===== src/rtl/bcd_pkg.sv =====
// Shared definitions for the digit-serial BCD adder: digit width, BCD limits
// and the controller state encoding.
package bcd_pkg;

    localparam int         DIGIT_W  = 4;
    localparam logic [3:0] BCD_MAX  = 4'd9;
    localparam logic [3:0] BCD_CORR = 4'b0110;

    typedef enum logic {
        IDLE,
        ADD
    } state_t;

endpackage


===== src/rtl/bcd_digit_add.sv =====
// Single-digit BCD adder with decimal correction and invalid-digit detection.
// Purely combinational; the serial top time-multiplexes one instance.
module bcd_digit_add
    import bcd_pkg::*;
(
    input  logic [DIGIT_W-1:0] a,
    input  logic [DIGIT_W-1:0] b,
    input  logic               ci,
    output logic [DIGIT_W-1:0] s,
    output logic               co,
    output logic               inv
);

    logic [DIGIT_W:0]   raw_sum;
    logic [DIGIT_W-1:0] corr_sum;

    assign raw_sum  = {1'b0, a} + {1'b0, b} + {{DIGIT_W{1'b0}}, ci};
    // Only the low nibble of the corrected sum is kept, so a 4-bit add suffices.
    assign corr_sum = raw_sum[DIGIT_W-1:0] + BCD_CORR;
    assign co       = (raw_sum > {1'b0, BCD_MAX});
    assign s        = co ? corr_sum : raw_sum[DIGIT_W-1:0];
    assign inv      = (a > BCD_MAX) || (b > BCD_MAX);

endmodule


===== src/rtl/bcd_serial_adder3.sv =====
// Digit-serial BCD adder: one digit per clock, LSD first, with a
// start/busy/done handshake and a sticky invalid-digit flag.
module bcd_serial_adder3
    import bcd_pkg::*;
#(
    parameter int NDIG = 3
) (
    input  logic                    clk,
    input  logic                    rst,
    input  logic                    start,
    input  logic [DIGIT_W*NDIG-1:0] A,
    input  logic [DIGIT_W*NDIG-1:0] B,
    input  logic                    Cin,
    output logic                    busy,
    output logic                    done,
    output logic [DIGIT_W*NDIG-1:0] Sum,
    output logic                    Cout,
    output logic                    err
);

    localparam int IDX_W = (NDIG > 1) ? $clog2(NDIG) : 1;
    localparam logic [IDX_W-1:0] LAST_IDX = IDX_W'(NDIG - 1);

    state_t                    state_reg, state_next;
    logic [IDX_W-1:0]          idx_reg, idx_next;
    logic [DIGIT_W*NDIG-1:0]   a_reg, a_next;
    logic [DIGIT_W*NDIG-1:0]   b_reg, b_next;
    logic [DIGIT_W*NDIG-1:0]   sum_reg, sum_next;
    logic                      c_reg, c_next;
    logic                      cout_reg, cout_next;
    logic                      err_reg, err_next;
    logic                      done_reg, done_next;

    logic [DIGIT_W-1:0] a_digs [NDIG];
    logic [DIGIT_W-1:0] b_digs [NDIG];
    logic [DIGIT_W-1:0] a_dig, b_dig, d_sum;
    logic               d_co, d_inv;

    genvar gi;
    generate
        for (gi = 0; gi < NDIG; gi++) begin : g_dig
            assign a_digs[gi] = a_reg[gi*DIGIT_W +: DIGIT_W];
            assign b_digs[gi] = b_reg[gi*DIGIT_W +: DIGIT_W];
        end
    endgenerate

    // Operand digit selected by the current index feeds the shared digit adder.
    always_comb begin
        a_dig = '0;
        b_dig = '0;
        for (int i = 0; i < NDIG; i++) begin
            if (idx_reg == IDX_W'(i)) begin
                a_dig = a_digs[i];
                b_dig = b_digs[i];
            end
        end
    end

    bcd_digit_add u_digit (
        .a   (a_dig),
        .b   (b_dig),
        .ci  (c_reg),
        .s   (d_sum),
        .co  (d_co),
        .inv (d_inv)
    );

    always_comb begin
        state_next = state_reg;
        idx_next   = idx_reg;
        a_next     = a_reg;
        b_next     = b_reg;
        sum_next   = sum_reg;
        c_next     = c_reg;
        cout_next  = cout_reg;
        err_next   = err_reg;
        done_next  = 1'b0;
        case (state_reg)
            IDLE: begin
                if (start) begin
                    a_next     = A;
                    b_next     = B;
                    c_next     = Cin;
                    sum_next   = '0;
                    err_next   = 1'b0;
                    idx_next   = '0;
                    state_next = ADD;
                end
            end
            ADD: begin
                for (int i = 0; i < NDIG; i++) begin
                    if (idx_reg == IDX_W'(i)) begin
                        sum_next[i*DIGIT_W +: DIGIT_W] = d_sum;
                    end
                end
                c_next   = d_co;
                err_next = err_reg | d_inv;
                if (idx_reg == LAST_IDX) begin
                    cout_next  = d_co;
                    done_next  = 1'b1;
                    idx_next   = '0;
                    state_next = IDLE;
                end else begin
                    idx_next = idx_reg + IDX_W'(1);
                end
            end
            default: state_next = IDLE;
        endcase
    end

    always_ff @(posedge clk or posedge rst) begin
        if (rst) begin
            state_reg <= IDLE;
            idx_reg   <= '0;
            a_reg     <= '0;
            b_reg     <= '0;
            sum_reg   <= '0;
            c_reg     <= 1'b0;
            cout_reg  <= 1'b0;
            err_reg   <= 1'b0;
            done_reg  <= 1'b0;
        end else begin
            state_reg <= state_next;
            idx_reg   <= idx_next;
            a_reg     <= a_next;
            b_reg     <= b_next;
            sum_reg   <= sum_next;
            c_reg     <= c_next;
            cout_reg  <= cout_next;
            err_reg   <= err_next;
            done_reg  <= done_next;
        end
    end

    assign busy = (state_reg == ADD);
    assign done = done_reg;
    assign Sum  = sum_reg;
    assign Cout = cout_reg;
    assign err  = err_reg;

endmodule

===== config.mk =====
export PLATFORM = sky130hd
export DESIGN_NAME = bcd_serial_adder3
export DESIGN_NICKNAME = d
export VERILOG_FILES = /design/src/rtl/bcd_pkg.sv /design/src/rtl/bcd_digit_add.sv /design/src/rtl/bcd_serial_adder3.sv
export SDC_FILE = /design/constraint.sdc
export NUM_CORES = 1
export LEC_CHECK = 0
export BUFFER_PORTS_ARGS = -buffer_cell sky130_fd_sc_hd__buf_2
export CAP_MARGIN = 5
export CORE_MARGIN = 2
export CORE_UTILIZATION = 50
export CTS_CLUSTER_DIAMETER = 150
export DETAILED_ROUTE_END_ITERATION = 8
export PLACE_DENSITY = 0.75
export REMOVE_ABC_BUFFERS = 1
export SYNTH_ARGS = -nofsm -noshare
export SYNTH_HDL_FRONTEND = slang
export SYNTH_HIERARCHICAL = 1
export SYNTH_SLANG_ARGS = --single-unit

===== constraint.sdc =====
create_clock -name clk -period 4.55 [get_ports clk]
set_input_delay 0.6825 -clock clk [delete_from_list [all_inputs] [get_ports clk]]
set_output_delay 0.6825 -clock clk [all_outputs]
set_load 0.05 [all_outputs]

Word level (Yosys, flattened, before mapping)
Cells that the tools add are included.
{"block": "totals", "mem_bits_rw": 0, "mem_bits_ro": 0, "latch_bits": 0, "n_memories": 0, "elab_cells": 57, "input_bits": 28, "reg_bits": 43, "out_inout_bits": 16}
{"block": "classes", "reduce_logical": 7, "n_div": 0, "n_mux": 24, "n_addsub": 4, "bitwise": 2, "n_eq_ne": 6, "shifts": 0, "n_mul": 0, "n_lt_le_gt_ge": 3}
{"cell": "two-way mux 4 bit", "count": 10}
{"cell": "case mux 12 bit (2 select lines)", "count": 1}
{"cell": "two-way mux 12 bit", "count": 1}
{"cell": "AND reduction 2 bit", "count": 5}
{"cell": "greater-than comparator 4 bit (second input constant)", "count": 2}
{"cell": "two-way mux 1 bit", "count": 6}
{"cell": "inequality test 2 x 1 -> 1 bit (second input constant)", "count": 3}
{"cell": "case mux 1 bit (2 select lines)", "count": 3}
{"cell": "adder 4 x 4 -> 5 bit", "count": 1}
{"cell": "adder 5 x 1 -> 5 bit", "count": 1}
{"cell": "greater-than comparator 5 x 4 -> 1 bit (second input constant)", "count": 1}
{"cell": "adder 4 x 3 -> 4 bit (second input constant)", "count": 1}
{"cell": "two-way mux 2 bit", "count": 2}
{"cell": "case mux 2 bit (2 select lines)", "count": 1}
{"cell": "adder 2 x 1 -> 2 bit (second input constant)", "count": 1}
{"cell": "equality test 2 x 1 -> 1 bit (second input constant)", "count": 1}
{"cell": "equality test 2 bit (second input constant)", "count": 1}
{"cell": "zero test 2 bit", "count": 1}
{"cell": "inequality test 2 bit (second input constant)", "count": 1}
{"cell": "logical OR 1 bit", "count": 1}
{"cell": "NOT 1 bit", "count": 1}
{"cell": "bitwise OR 1 bit", "count": 1}

Depth between registers and ports, before layout
Gate-level depths: netlist of the first run.
{"block": "logic_depth", "depth_word": 10, "ltp_mapped": 12, "mapped_depth_nobuf": 11}

Modules after synthesis
Netlist of the first run, hierarchy kept.
{"mod": "bcd_serial_adder3", "seq_area_each_um2": 1076.0, "n_inst": 1, "area_each_um2": 1918.1, "cells_per_inst": 132}
{"mod": "bcd_digit_add", "seq_area_each_um2": 0.0, "n_inst": 1, "area_each_um2": 225.2, "cells_per_inst": 25}

Worst setup path before layout of the first run
Ideal clock, no wire load.
{"block": "synth_timing", "kind": "register to register", "from": "register idx_reg[0]", "to": "register sum_reg[11], in the netlist Sum[11]", "n_path_buf": 1, "path_stages_with_launch": 13, "path_slack_ns": 1.306, "setup_ns": 0.122, "synth_period_minus_slack_ns": 3.244, "arrival_time_ns": 3.122, "required_ns": 4.428, "cell_sequence": "dfrtp_1 nor2b_2 buf_2 nand2_1 o21ai_0 fa_1 fa_1 xnor2_1 ha_1 a31o_1 a2111oi_0 nor2b_1 a32o_1"}
{"block": "synth_via", "elab_chain_len": 10}
{"element": "start, declared", "line": "bcd_serial_adder3.sv:25", "text": "logic [IDX_W-1:0] idx_reg, idx_next;"}
{"element": "start signal, assigned", "line": "bcd_serial_adder3.sv:124", "text": "idx_reg <= idx_next;"}
{"element": "zero test 2 bit", "line": "bcd_serial_adder3.sv:52", "text": "if (idx_reg == IDX_W'(i)) begin"}
{"element": "two-way mux 4 bit (2 in a row)", "line": "bcd_serial_adder3.sv:52"}
{"element": "two-way mux 4 bit (*)", "line": "bcd_serial_adder3.sv:52"}
{"element": "via a_dig[0]", "line": "bcd_serial_adder3.sv:36", "text": "logic [DIGIT_W-1:0] a_dig, b_dig, d_sum;"}
{"element": "adder 4 x 4 -> 5 bit (*)", "line": "bcd_digit_add.sv:17", "text": "assign raw_sum = {1'b0, a} + {1'b0, b} + {{DIGIT_W{1'b0}}, ci};"}
{"element": "adder 5 x 1 -> 5 bit (*)", "line": "bcd_digit_add.sv:17"}
{"element": "adder 4 x 3 -> 4 bit or greater-than comparator 5 x 4 -> 1 bit (tied branches)", "line": "bcd_digit_add.sv:19, bcd_digit_add.sv:20"}
{"element": "two-way mux 4 bit (*)", "line": "bcd_digit_add.sv:21", "text": "assign s = co ? corr_sum : raw_sum[DIGIT_W-1:0];"}
{"element": "via d_sum[3]", "line": "bcd_serial_adder3.sv:36"}
{"element": "two-way mux 4 bit (*)", "line": "bcd_serial_adder3.sv:92", "text": "if (idx_reg == IDX_W'(i)) begin"}
{"element": "case mux 12 bit (2 select lines) (*)", "line": "bcd_serial_adder3.sv:78", "text": "case (state_reg)"}
{"element": "end signal, assigned", "line": "bcd_serial_adder3.sv:127", "text": "sum_reg <= sum_next;"}
{"element": "end, declared", "line": "bcd_serial_adder3.sv:28", "text": "logic [DIGIT_W*NDIG-1:0] sum_reg, sum_next;"}
The timed path passes the listed nets; every way through them passes the cells marked *. The select of a mux whose other input is x is not followed.
A chain may end at the register's enable or synchronous reset.

Final worst setup path of the first run
{"block": "layout_timing", "from": "register idx_reg[1]", "to": "register sum_reg[6], in the netlist Sum[6]"}
{"block": "layout_via", "elab_chain_len": 10}
{"element": "zero test 2 bit", "line": "bcd_serial_adder3.sv:52"}
{"element": "two-way mux 4 bit (2 in a row)", "line": "bcd_serial_adder3.sv:52"}
{"element": "two-way mux 4 bit (*)", "line": "bcd_serial_adder3.sv:52"}
{"element": "via a_dig[0]", "line": "bcd_serial_adder3.sv:36"}
{"element": "adder 4 x 4 -> 5 bit (*)", "line": "bcd_digit_add.sv:17"}
{"element": "adder 5 x 1 -> 5 bit (*)", "line": "bcd_digit_add.sv:17"}
{"element": "greater-than comparator 5 x 4 -> 1 bit (*)", "line": "bcd_digit_add.sv:20", "text": "assign co = (raw_sum > {1'b0, BCD_MAX});"}
{"element": "via d_co", "line": "bcd_serial_adder3.sv:37", "text": "logic d_co, d_inv;"}
{"element": "two-way mux 4 bit (*)", "line": "bcd_digit_add.sv:21"}
{"element": "via d_sum[2]", "line": "bcd_serial_adder3.sv:36"}
{"element": "two-way mux 4 bit (*)", "line": "bcd_serial_adder3.sv:92"}
{"element": "case mux 12 bit (2 select lines) (*)", "line": "bcd_serial_adder3.sv:78"}
Marks and branches as above.

==> results of run 1 <==
==> stage by stage <==
stage | hold slack, ns | cell area [um^2] | std cells | setup slack, ns
after floorplan | 0.480 | 2060 | 149 | 1.21
final | 0.491 | 2440 | 252 | 0.755
after CTS | 0.497 | 2440 | 252 | 0.772
after detailed placement | 0.481 | 2360 | 244 | 0.815
after global placement | 0.472 | 2360 | 244 | 0.969
after global routing | 0.515 | 2440 | 252 | 0.473
==> cells in the mapped netlist (all sizes together) <==
| cell | number |
|---|---|
| nor2b | 5 |
| a2111oi | 1 |
| a32o | 12 |
| and2 | 1 |
| o21ai | 13 |
| and3 | 1 |
| mux2 | 26 |
| nand3 | 1 |
| mux2i | 12 |
| a21o | 1 |
| clkbuf | 1 |
| buf | 7 |
| ha | 4 |
| fa | 2 |
| o31ai | 1 |
| a21oi | 4 |
| xnor2 | 2 |
| nor2 | 4 |
| o22ai | 1 |
| dfrtp | 43 |
| a31o | 1 |
| a22o | 1 |
| inv | 3 |
| nand2 | 10 |
==> worst max-delay path: stages (launching register included) <==
cell	delay, ns
dfrtp_1	0.73
nor2b_2	0.24
nand2_1	0.12
o21ai_0	0.12
fa_1	0.49
fa_1	0.42
xnor2_1	0.19
ha_1	0.26
a31o_1	0.23
o31ai_4	0.33
mux2i_1	0.37
a32o_1	0.23
==> layout make-up <==
type / instances / area share (%)
Inverter: 3 / 0.462
Clock inverter: 1 / 0.205
Clock buffer: 7 / 3.13
Timing Repair Buffer: 45 / 9.45
Tap cell: 50 / 2.57
Multi-Input combinational cell: 103 / 40.0
Sequential cell: 43 / 44.1
==> cells in the final DEF, fill, tap and decap left out, types with 2 or more instances in the layout <==
cell	instances
a32o_1	12
clkbuf_1	2
nor2b_1	2
mux2_2	6
inv_1	3
xnor2_1	2
a21oi_1	4
buf_4	2
clkbuf_8	5
nand2_1	10
mux2i_1	12
o21ai_0	13
ha_1	4
nor2b_2	2
fa_1	2
mux2_4	19
nor2_1	4
buf_2	43
dfrtp_1	43
==> logic make-up (layout without fill, tap and decap cells) <==
family | count (synthesis) | count (layout) | share of synthesized area [%]
buffers and inverters | 11 | 56 | 4.26
xor gates and xnor gates | 2 | 2 | 0.817
adders and majority gates | 6 | 6 | 4.20
muxes | 38 | 38 | 22.6
DFF | 43 | 43 | 50.2
AOI/OAI and AO/OA | 35 | 35 | 12.5
and+or+nand+nor | 22 | 22 | 5.43
==> layer usage <==
metal | share of wire [%] | routed length [um] | vias to the layer above | GRT usage, %
met5 | 0 | 0 | - | 0
met1 | 43 | 1740 | 704 | 21.9
met2 | 49 | 1980 | 56 | 29.9
li1 | - | - | 664 | -
met4 | 1.4 | 58 | 0 | 6.32
met3 | 6.6 | 265 | 7 | 5.52
==> how the worst max path moves through the flow <==
stage,from,cells past startpoint,slack (ns),to
after floorplan,idx_reg[1],11,1.21,Sum[11]
after global placement,idx_reg[1],11,0.97,Sum[2]
after detailed placement,idx_reg[1],11,0.82,Sum[6]
after CTS,idx_reg[1],11,0.77,Sum[6]
after global routing,idx_reg[1],11,0.47,Sum[6]
final,idx_reg[1],11,0.76,Sum[6]
==> flow_summary.json, run 1 <==
{
  "yosysSeqAreaShare_pct": 50.2,
  "io_buffers": 43,
  "grt_antenna_before_repair": 0,
  "clock_skew_ns": 0.00632,
  "critPathLaunchType": "register",
  "yosysUniqueCellTypes": 31,
  "relSlewSlack_pct": 48.6,
  "r2r-end": "Sum[6]",
  "tns_ns": 0,
  "worst_pin_slew_ns": 0.771,
  "rsz0062_at_grt": "false",
  "endpoint_kind": "register",
  "dp_hpwl_mm": 2.97,
  "synthesis.area_mm2": 0.00214,
  "numCtsBuffers": 5,
  "routedWlPerCell_um": 16.0,
  "h-tree-depth": 2,
  "drive_gt1_share_pct": 40.6,
  "ys_top_cells_by_area": "dfrtp_1 (50%), mux2_4 (13%), a32o_1 (5.6%), mux2i_1 (5.6%), mux2_2 (3.2%)",
  "num_rows": 23,
  "grt_use_total_pct": 17.9,
  "area_growth_syn_to_layout_pct": 13.7,
  "num_vias": 1431,
  "synth.top_cell.area_share_pct": 50.2,
  "clockBufferDepth": 2,
  "drt-initial-drc-count": 97,
  "yosys_warnings": 6,
  "finish.utilization_pct": 60.1,
  "path_clk_slew_ns": 0.08,
  "core_mm2": 0.00406,
  "synth_largest_area_cell": "dfrtp_1",
  "drc_errors": 0,
  "vias_per_cell": 5.68,
  "grt_overflow_total": 0,
  "fin_crit_ns": 3.79,
  "cts.repair.resized": 0,
  "hp-start": "Sum[9]",
  "cts_tree": "built",
  "die_y_um": 69.5,
  "slew_violations": 0,
  "whs_path_depth": 1,
  "holdPathEnd": "Sum[9]",
  "dr.pass1.iters": 4,
  "ant_nets": 0,
  "cp.required_ns": 4.78,
  "start_util_pct": 52.8,
  "fill_cells": 327,
  "multi_input_area_um2": 976,
  "path_max_fanout": 14,
  "cp.arrival_ns": 4.03,
  "syn_avg_cell_area_um2": 13.7,
  "clk_latency_ns": 0.30,
  "setup_viol": 0,
  "r2r_cells": 11,
  "cts.sinks": 43,
  "post-cts-setup-buffers": 0,
  "cap_violations": 0,
  "r2r_start": "idx_reg[1]",
  "nets": 235,
  "status": "completed",
  "period_share_pct": 83.4,
  "drt_wl_total_mm": 4.04,
  "crit_type": "reg -> reg",
  "dieArea_mm2": 0.00483,
  "root_buffer": "clkbuf_8",
  "hp-class": "reg -> reg",
  "synth-seq-cells": 43,
  "holdBufCountCts": 0,
  "place_congestion": 0.835,
  "hold_viol_final": 0,
  "max_freq_mhz": 264,
  "synth_cells": 157,
  "grt_pass1_wl_mm": 6.79,
  "n_antenna_cell": 0,
  "grt_pass1_vias": 1472,
  "seq_area_mm2": 0.00108,
  "pin_count": 44,
  "r2r_slack_ns": 0.76,
  "die_w_um": 69.5,
  "grt_start_max_net_pins": 44
}
Power of run 1 is not shown: default switching activity piles up to over one toggle a cycle in this logic, so the estimate is an artifact.
==> run 2, diff against run 1 <==
--- a/config.mk
+++ b/config.mk
@@ -8,10 +8,10 @@
 export BUFFER_PORTS_ARGS = -buffer_cell sky130_fd_sc_hd__buf_2
 export CAP_MARGIN = 5
 export CORE_MARGIN = 2
-export CORE_UTILIZATION = 50
+export CORE_UTILIZATION = 49
 export CTS_CLUSTER_DIAMETER = 150
 export DETAILED_ROUTE_END_ITERATION = 8
-export PLACE_DENSITY = 0.75
+export PLACE_DENSITY = 0.76
 export REMOVE_ABC_BUFFERS = 1
 export SYNTH_ARGS = -nofsm -noshare
 export SYNTH_HDL_FRONTEND = slang
==> constraint.sdc (replaced) <==
create_clock -name clk -period 3.2 [get_ports clk]
set_input_delay 0.48 -clock clk [delete_from_list [all_inputs] [get_ports clk]]
set_output_delay 0.48 -clock clk [all_outputs]
set_load 0.05 [all_outputs]
==> flow_summary.json, run 2 (synthesis results as in run 1) <==
{
  "endpoint_kind": "register",
  "cts.sinks": 43,
  "cp_slowest_cell": "fa_1",
  "nets": 244,
  "area_growth_syn_to_layout_pct": 18.3,
  "die_w_um": 70.1,
  "finish.utilization_pct": 59.1,
  "path_max_fanout": 11,
  "path_clk_slew_ns": 0.08,
  "n_antenna_cell": 0,
  "grt_use_total_pct": 17.9,
  "worst_pin_slew_ns": 0.767,
  "clock_skew_ns": 0.00485,
  "layout_common_cells": "buf_2 (43), dfrtp_1 (42), mux2_4 (19)",
  "grt_pass1_wl_mm": 6.89,
  "crit_type": "reg -> reg",
  "r2r-end": "Sum[7]",
  "dpl_cell_area_mm2": 0.00242,
  "vias_per_cell": 5.42,
  "numCtsBuffers": 5,
  "die_y_um": 70.1,
  "grt_overflow_total": 0,
  "dp_hpwl_mm": 2.92,
  "cap_violations": 0,
  "r2r_start": "idx_reg[1]",
  "routedWlPerCell_um": 15.5,
  "fin_ws_ns": 0.148,
  "ant_nets": 0,
  "cp_slowest_stage_delay_ns": 0.50,
  "dieArea_mm2": 0.00492,
  "num_vias": 1426,
  "core_mm2": 0.00429,
  "drt_wl_total_mm": 4.08,
  "period_share_pct": 95.4,
  "fin_crit_ns": 3.05,
  "clk_latency_ns": 0.29,
  "grt_antenna_before_repair": 0,
  "cp.arrival_ns": 3.23,
  "setup_viol": 0,
  "clockBufferDepth": 2,
  "start_util_pct": 49.9,
  "grt_pass1_vias": 1432,
  "num_rows": 24,
  "r2r_cells": 10,
  "dr.pass1.iters": 4,
  "cts_tree": "built",
  "root_buffer": "clkbuf_8",
  "holdBufCountCts": 0,
  "relSlewSlack_pct": 48.9,
  "critPathLaunchType": "register",
  "io_buffers": 43,
  "max_freq_mhz": 328,
  "hp-class": "in -> async",
  "drt-initial-drc-count": 113,
  "slew_violations": 0,
  "cp.required_ns": 3.38,
  "hold_viol_final": 0,
  "status": "completed",
  "h-tree-depth": 2,
  "fill_cells": 354,
  "drive_gt1_share_pct": 45.0,
  "drc_errors": 0,
  "pre_cts_ws_ns": 0.00372,
  "r2r_slack_ns": 0.15,
  "pin_count": 44,
  "path_cells": "buf_4, mux2i_1, o21ai_0, fa_1, xnor2_1, ha_1, a31o_1, a2111oi_2, nor2b_1, a32o_1",
  "place_congestion": 0.841,
  "layout_commonest_cell": "buf_2",
  "grt_start_max_net_pins": 44,
  "post-route-cell-area_mm2": 0.00254
}
-- run 2: area by class of cell --
cell class / count / area [um^2] / area share, %
flip-flops and latches: 43 / 1080 / 42.5
clock buffers: 8 / 100 / 3.95
inverters: 3 / 11.3 / 0.444
multi-input cells: 103 / 985 / 38.8
repair buffers: 54 / 298 / 11.7
well taps: 52 / 65.1 / 2.57
-- run 2: stage by stage --
step / cells / setup TNS (ns) / hold slack [ns]
floorplan: 149 / -0.994 / 0.480
global placement: 254 / 0 / 0.469
detailed placement: 254 / 0 / 0.471
CTS: 262 / 0 / 0.330
global route: 263 / -0.0160 / 0.371
finish: 263 / 0 / 0.309
-- run 2: worst max-delay path by stage --
stage                     depth (start not counted)  slack [ns]       start       to
after floorplan                                  11       -0.14  idx_reg[1]  Sum[11]
after global placement                           10        0.11  idx_reg[1]   Sum[3]
after detailed placement                         10       0.004  idx_reg[1]   Sum[7]
after CTS                                        11       0.009  idx_reg[1]   Sum[2]
after global routing                             11       -0.01  idx_reg[1]   Sum[2]
final                                            10        0.15  idx_reg[1]   Sum[7]
-- run 2: critical path, delay by kind of cell, from the launching register on --
family	cells	cell delay (ns)
adders and majority gates	2	0.73
xor gates and xnor gates	1	0.16
muxes	1	0.19
buffers and inverters	1	0.23
DFF	1	0.41
and+or+nand+nor	1	0.13
AOI/OAI and AO/OA	4	1.10
-- run 2: per-layer routing --
metal	global-route usage, %	wire [um]	vias to the layer above	part of all wire [%]
li1	-	-	685	-
met1	23.6	1780	695	44
met2	29.9	2060	43	51
met3	4.18	216	3	5.3
met4	4.70	24	0	0.59
met5	0	0	-	0
-- run 2: repair_timing --
item                       CTS  global route
setup buffers                0             1
setup endpoints to repair    1            10
pin swaps                    0             1
gates resized for setup      1             4
Power of run 2 is left out for the same reason.
